[config.mk]
export PLATFORM = sky130hd
export DESIGN_NAME = vote_session_ctrl
export DESIGN_NICKNAME = d
export VERILOG_FILES = /design/src/rtl/vote_pkg.sv /design/src/rtl/rr_arbiter.sv /design/src/rtl/vote_session_ctrl.sv
export SDC_FILE = /design/constraint.sdc
export NUM_CORES = 1
export LEC_CHECK = 0
export CAP_MARGIN = 15
export CORE_MARGIN = 4
export CORE_UTILIZATION = 25
export CTS_CLUSTER_SIZE = 24
export DETAILED_ROUTE_END_ITERATION = 7
export GPL_TIMING_DRIVEN = 0
export SYNTH_ARGS = -nofsm -noshare
export SYNTH_HDL_FRONTEND = slang
export SYNTH_SLANG_ARGS = --single-unit
[constraint.sdc]
create_clock -name clk -period 7.2 [get_ports clk]
set_input_delay 1.44 -clock clk [delete_from_list [all_inputs] [get_ports clk]]
set_output_delay 1.44 -clock clk [all_outputs]
set_load 0.005 [all_outputs]
[src/rtl/vote_pkg.sv]
// Shared types and constants for the ballot session controller.
// Holds the session state enum, ballot class encodings and class weights.
package vote_pkg;

    typedef enum logic [1:0] {
        S_IDLE  = 2'b00,
        S_OPEN  = 2'b01,
        S_DRAIN = 2'b10,
        S_DONE  = 2'b11
    } state_t;

    typedef enum logic [1:0] {
        CLS_BLANK = 2'b00,
        CLS_NP    = 2'b01,
        CLS_VIP   = 2'b10,
        CLS_VVIP  = 2'b11
    } cls_t;

    localparam int DEFAULT_NUM_BOOTH = 4;
    localparam int WEIGHT_W          = 5;

    localparam logic [WEIGHT_W-1:0] W_BLANK = 5'd0;
    localparam logic [WEIGHT_W-1:0] W_NP    = 5'd1;
    localparam logic [WEIGHT_W-1:0] W_VIP   = 5'd4;
    localparam logic [WEIGHT_W-1:0] W_VVIP  = 5'd16;

    function automatic logic [WEIGHT_W-1:0] class_weight(input logic [1:0] c);
        logic [WEIGHT_W-1:0] w;
        case (cls_t'(c))
            CLS_NP:   w = W_NP;
            CLS_VIP:  w = W_VIP;
            CLS_VVIP: w = W_VVIP;
            default:  w = W_BLANK;
        endcase
        return w;
    endfunction

endpackage

[src/rtl/rr_arbiter.sv]
// Combinational round-robin picker: the lowest eligible index at or above
// the pointer wins, wrapping around modulo NUM_BOOTH.
module rr_arbiter #(
    parameter  int NUM_BOOTH = 4,
    localparam int PTR_W     = (NUM_BOOTH > 1) ? $clog2(NUM_BOOTH) : 1
) (
    input  logic [NUM_BOOTH-1:0] eligible,
    input  logic [PTR_W-1:0]     ptr,
    output logic [NUM_BOOTH-1:0] winner,
    output logic                 valid
);

    logic [PTR_W-1:0] idx;

    always_comb begin
        winner = '0;
        valid  = 1'b0;
        idx    = '0;
        for (int k = 0; k < NUM_BOOTH; k++) begin
            idx = PTR_W'((int'(ptr) + k) % NUM_BOOTH);
            if (!valid && eligible[idx]) begin
                winner[idx] = 1'b1;
                valid       = 1'b1;
            end
        end
    end

endmodule

[src/rtl/vote_session_ctrl.sv]
// Ballot session controller: session FSM, round-robin booth grants and a
// saturating weighted tally shared by all booths.
module vote_session_ctrl
    import vote_pkg::*;
#(
    parameter  int NUM_BOOTH = DEFAULT_NUM_BOOTH,
    parameter  int TALLY_W   = 8,
    localparam int PTR_W     = (NUM_BOOTH > 1) ? $clog2(NUM_BOOTH) : 1
) (
    input  logic                   clk,
    input  logic                   reset,
    input  logic                   start,
    input  logic                   stop,
    input  logic [NUM_BOOTH-1:0]   req,
    input  logic [2*NUM_BOOTH-1:0] cls,
    output logic [NUM_BOOTH-1:0]   gnt,
    output logic [TALLY_W-1:0]     tally,
    output logic                   ovf,
    output logic                   busy,
    output logic                   done
);

    localparam int SUM_W = ((TALLY_W > WEIGHT_W) ? TALLY_W : WEIGHT_W) + 1;
    localparam logic [TALLY_W-1:0] TALLY_MAX = {TALLY_W{1'b1}};

    state_t               state, state_next;
    logic [PTR_W-1:0]     ptr, ptr_next;
    logic [NUM_BOOTH-1:0] eligible, winner;
    logic                 valid;
    logic                 grant_en;
    logic                 session_clear;
    logic [1:0]           win_cls;
    logic [WEIGHT_W-1:0]  weight;
    logic [SUM_W-1:0]     sum;
    logic                 sat;

    // A booth just granted is masked out so it cannot win twice in a row.
    assign eligible = req & ~gnt;

    rr_arbiter #(.NUM_BOOTH(NUM_BOOTH)) u_arb (
        .eligible (eligible),
        .ptr      (ptr),
        .winner   (winner),
        .valid    (valid)
    );

    always_comb begin
        state_next = state;
        case (state)
            S_IDLE:  if (start) state_next = S_OPEN;
            S_OPEN:  if (stop)  state_next = S_DRAIN;
            S_DRAIN: state_next = S_DONE;
            S_DONE:  if (start) state_next = S_OPEN;
            default: state_next = S_IDLE;
        endcase
    end

    // The edge that leaves OPEN never grants, so pending requests are dropped.
    assign grant_en      = (state == S_OPEN) && !stop && valid;
    assign session_clear = ((state == S_IDLE) || (state == S_DONE)) && start;

    always_comb begin
        ptr_next = ptr;
        win_cls  = 2'b00;
        for (int i = 0; i < NUM_BOOTH; i++) begin
            if (winner[i]) begin
                ptr_next = PTR_W'((i + 1) % NUM_BOOTH);
                win_cls  = cls[2*i +: 2];
            end
        end
    end

    assign weight = class_weight(win_cls);
    assign sum    = SUM_W'(tally) + SUM_W'(weight);
    assign sat    = sum > SUM_W'(TALLY_MAX);

    always_ff @(posedge clk or posedge reset) begin
        if (reset) begin
            state <= S_IDLE;
            ptr   <= '0;
            gnt   <= '0;
            tally <= '0;
            ovf   <= 1'b0;
        end else begin
            state <= state_next;
            gnt   <= grant_en ? winner : '0;
            if (grant_en) begin
                ptr <= ptr_next;
            end
            if (session_clear) begin
                tally <= '0;
                ovf   <= 1'b0;
            end else if (grant_en) begin
                if (sat) begin
                    tally <= TALLY_MAX;
                    ovf   <= 1'b1;
                end else begin
                    tally <= sum[TALLY_W-1:0];
                end
            end
        end
    end

    assign busy = (state == S_OPEN) || (state == S_DRAIN);
    assign done = (state == S_DONE);

endmodule

# Word-level counts from Yosys, hierarchy flattened
# Cells that the tools add are included.
# op_classes
add_sub_neg	4
magnitude_cmp	9
n_eq_ne	8
n_mux	43
bitwise_logic	5
reduce_logical	24
# op_table
operator	count
$mux W8	3
$mux W2	10
$mux W4	5
$mux W1	15
$pmux W5 S3	1
$lt A2 B3 Y1 const B	4
$or A4 B4 Y4	3
$logic_and A1 B1 Y1	10
$add A8 B5 Y9	1
$gt A9 B8 Y1 const B	1
$bmux W1 S2	4
$demux W1 S2	4
$eq A2 B2 Y1 const B	4
$ge A2 B1 Y1 const B	4
$pmux W2 S3	1
$reduce_and A2 Y1	3
$add A2 B2 Y2 const B	2
$and A4 B4 Y4	1
$eq A2 B1 Y1 const B	2
$logic_not A1 Y1	4
$not A4 Y4	1
$reduce_bool A2 Y1	2
$reduce_bool A4 Y1	1
$add A2 B1 Y2 const B	1
other kinds (5)	6
# totals
reg_bits	17
inputBits	16
output_inout_bits	15
wordCells	98

# Logic depth before layout (Yosys ltp)
# depth
ltp_word	25
ltp_mapped	19
ltp_nobuf	19

# By module
# From an unflattened synthesis, not the netlist that was laid out.
# hier_totals
hier_cells	169
area_unflattened_um2	1557.7
# modules_own_cells
module	n_inst	cells_each	area_each_um2
vote_session_ctrl	1	107	1063.5
rr_arbiter	1	62	494.2

# Worst setup path after synthesis
# OpenSTA, ideal clock, no wires.
# synth_path
path_kind	input-to-reg
startpoint	input req[0]
endpoint	register tally[4]
setup_time_ps	135
t_arrival_ps	4468
t_required_ps	7065
path_slack_ps	2598
cell_stages	17
path_cell_list	nor2b_2 mux4_2 and2_4 a41oi_2 a21boi_0 a311oi_2 a2bb2oi_2 nor2b_1 ha_1 ha_1 a21oi_1 nor2_1 and2_1 o21a_1 and3_1 o21ai_0 a21oi_1
# synth_via
elab_chain_len	24
word_cells_on_any_way	41
classes_between	add/sub (1); order compare (1); eq/ne (3); mux (24); bitwise (4); reduce/logical (8)
# synth_lines
element	line_no	rtl
start, declared	vote_session_ctrl.sv:14	input logic [NUM_BOOTH-1:0] req,
$and A4 B4 Y4 *	vote_session_ctrl.sv:38	assign eligible = req & ~gnt;
$bmux W1 S2	rr_arbiter.sv:21	if (!valid && eligible[idx]) begin
$mux W1 (not written as such)	rr_arbiter.sv:21	
$mux W1	rr_arbiter.sv:21	
$logic_not A1 Y1	rr_arbiter.sv:21	
$logic_and A1 B1 Y1	rr_arbiter.sv:21	
$mux W1	rr_arbiter.sv:21	
$logic_not A1 Y1	rr_arbiter.sv:21	
[5 not listed]	--	
$mux W2 (4 in a row)	vote_session_ctrl.sv:66	if (winner[i]) begin
$eq A2 B2 Y1 or $eq A2 B1 Y1 (tied branches)	vote_pkg.sv:29	case (cls_t'(c))
$pmux W5 S3	vote_pkg.sv:29	
$add A8 B5 Y9	vote_session_ctrl.sv:74	assign sum = SUM_W'(tally) + SUM_W'(weight);
$gt A9 B8 Y1	vote_session_ctrl.sv:75	assign sat = sum > SUM_W'(TALLY_MAX);
$mux W8	vote_session_ctrl.sv:94	if (sat) begin
$mux W8	vote_session_ctrl.sv:93	end else if (grant_en) begin
$mux W8	vote_session_ctrl.sv:90	if (session_clear) begin
end signal, assigned	vote_session_ctrl.sv:98	tally <= sum[TALLY_W-1:0];
end, declared	vote_session_ctrl.sv:17	output logic [TALLY_W-1:0] tally,
# Every way passes the cells marked *; elsewhere a longest branch is shown, timed or not. The select of a mux whose other input is x is not followed.
# A chain may end at the register's enable or synchronous reset.

# Worst setup path after layout
# layout_path
startpoint	input req[3]
endpoint	register tally[4]
# Same word-level chain as after synthesis.

==> flow_summary.json <==
{
  "fin_ws_ns": 2.08,
  "io_buffers": 30,
  "cts_hold_buffers": 0,
  "relSlewSlack_pct": 50.6,
  "switching_share_pct": 44.9,
  "antenna_found_initial": 0,
  "avgViaCountPerCell": 4.84,
  "p_switching_mw": 0.322,
  "hold_viol_final": 0,
  "cts_tree": "done",
  "hold_depth": 2,
  "seq_area_frac_synth_pct": 29.2,
  "placed_area_sq_um": 1850,
  "async_flop_share_pct": 100,
  "reg2regPathDepth": 18,
  "root_buffer": "clkbuf_8",
  "fill_cells": 576,
  "gp_congestion": 0.751,
  "htree_levels": 1,
  "grt_max_degree": 18,
  "core_sq_um": 5570,
  "setup_viol": 0,
  "p_comb_share_pct": 68.8,
  "start_kind": "input port",
  "place_hpwl_um": 2770,
  "path_clk_slew_ns": 0.07,
  "required_ns": 7.32,
  "status": "completed",
  "netlist_area_sq_um": 1460,
  "final_area_sq_um": 1900,
  "overflow": 0,
  "synth_edf_count": 0,
  "post-route-min-period_ns": 5.12,
  "ys_types": 50,
  "n_antenna_cell": 0,
  "clockBufferDepth": 2,
  "pre_cts_slack_ns": 1.82,
  "ant_nets": 0,
  "path_max_fanout": 6,
  "fmax_mhz": 195,
  "fp-row-count": 27,
  "ir_worst_vdd_mv": 0.167,
  "pwr-share-clk_pct": 9.8,
  "hold_slack_ns": 0.516,
  "grt_pass1_wl_um": 5950,
  "remaining_drc_errors": 0,
  "cap_violations": 0,
  "clk-insertion-delay-late_ns": 0.25,
  "synth-seq-cells": 17,
  "crit_type": "input port to flop",
  "finish.utilization_pct": 34.1,
  "post-route-period-util_pct": 71.1,
  "wl_per_cell_um": 13.4,
  "vias": 1263,
  "hold_class": "flop to flop",
  "cts_inserted_buffers": 3,
  "fin_cells": 261,
  "die_x_um": 84.4,
  "skew_ns": 0.00836,
  "post_cts_buffers": 0,
  "drt_pass1_iterations": 4,
  "powerDensity_nw_per_um2": 378,
  "synth.avg_cell_area_sq_um": 9.47,
  "die_h_um": 84.4,
  "wirelength_um": 3490,
  "p_seq_share_pct": 21.4,
  "syn_inst": 154,
  "ys_warn_count": 0,
  "rsz0062_at_grt": "false",
  "start_util_pct": 26.2,
  "numClockSinks": 17,
  "cts_resized": 0,
  "worstPathArrival_ns": 5.24,
  "grtUsageTotal_pct": 9.95,
  "drive_above_1_share_pct": 15.9,
  "ioPinCount": 31,
  "grt_pass1_vias": 1292,
  "worst_pin_slew_ns": 0.731,
  "dieArea_sq_um": 7120,
  "fin_total_pwr_mw": 0.718,
  "synth.net_count": 184,
  "cp-end-kind": "flop",
  "setup_tns_ns": 0,
  "initialDrtViolationCount": 32,
  "dpl.cell_count": 257,
  "intPower_mw": 0.396,
  "p_leak_nw": 0.768,
  "slew_violations": 0,
  "syn2layout_area_growth_pct": 30.3,
  "nets": 220,
  "synth_ff_type": "dfrtp_1"
}
power by group through the flow:
stage,Sequential (mW),Combinational (mW),Clock (mW)
2_1_floorplan,0.149,0.372,0
3_3_place_gp,0.156,0.491,0
3_5_place_dp,0.155,0.496,0
4_1_cts,0.154,0.499,0.0730
5_1_grt,0.160,0.548,0.0793
6_report,0.154,0.494,0.0701
final timing paths:
kind / start / endpoint / slack [ns]
max: req[3] / tally[4]$_DFFE_PP0P_ / 2.08
min: ovf$_DFFE_PP0P_ / ovf$_DFFE_PP0P_ / 0.52
max reg2reg: ptr[0]$_DFFE_PP0P_ / tally[4]$_DFFE_PP0P_ / 2.69
min reg2reg: ovf$_DFFE_PP0P_ / ovf$_DFFE_PP0P_ / 0.52
max in group asynchronous: reset / state[1]$_DFFE_PP0P_ / 5.21
min in group asynchronous: reset / tally[3]$_DFFE_PP0P_ / 1.58
critical path, stage by stage:
cell,delay (ns)
clkdlybuf4s50_1,0.53
nand2b_4,0.09
or3_4,0.38
a2111oi_4,0.42
a221oi_2,0.15
and2_4,0.19
a311oi_2,0.27
a2bb2oi_2,0.20
nor2b_1,0.07
ha_1,0.19
ha_1,0.21
a21oi_1,0.15
nor2_1,0.07
and2_1,0.15
o21a_1,0.21
and3_1,0.24
o21ai_0,0.17
a21oi_1,0.09
synth_stat cells, drive strengths merged, types with 4 or more instances:
library cell | number | area [sq um]
dfrtp | 17 | 425
ha | 14 | 175
o21ai | 14 | 70.1
nand3 | 12 | 60.1
nor2 | 11 | 43.8
nand2 | 10 | 37.5
a21oi | 8 | 40.0
inv | 7 | 26.3
and2 | 6 | 42.5
nand4 | 6 | 50.0
nor2b | 5 | 41.3
nand2b | 4 | 40.0
flip-flops by register name, summed over array words and instances, names as in the netlist:
signal and flops:
ovf 1, ptr 2, tally 8, gnt 4, state 2
layout by cell type (no fill, tap or decap), types with 3 or more instances in the layout:
master           netlist  layout
nor2_1                10      10
clkbuf_8               0       3
a21boi_0               3       3
and2_1                 4       4
clkdlybuf4s50_1        0      30
nand2_1               10      10
inv_1                  5       5
nor2b_1                3       3
a21oi_1                8       8
nand3_1               12      12
ha_1                  14      14
dfrtp_1               17      17
nand4_1                4       4
o21ai_0               13      13
cell families (layout without fill, tap and decap cells):
kind of cell	after synthesis	in the layout	synth area share, %
compound gates	46	46	25.3
xor+xnor	2	2	1.20
fa+ha+maj	14	14	12.0
buf+inv	9	44	2.32
flops	17	17	29.2
mux	2	2	3.09
simple gates	64	64	26.9
routing by layer:
metal | share of wire [%] | track usage [%]
met2 | 48 | 16.4
met5 | 0 | 0
met1 | 47 | 13.3
met3 | 4.6 | 1.37
met4 | 0.49 | 3.45
final cells by class:
class                           count  area (sq um)  area share [%]
Buffer                              2          7.51           0.395
Clock buffer                        3          41.3            2.17
Clock inverter                      1          5.00           0.263
Inverter                            7          26.3            1.38
Multi-Input combinational cell    128          1000            52.6
Sequential cell                    17           425            22.4
Tap cell                           72          90.1            4.74
Timing Repair Buffer               31           305            16.1
Power figures use the tool's default switching activity.
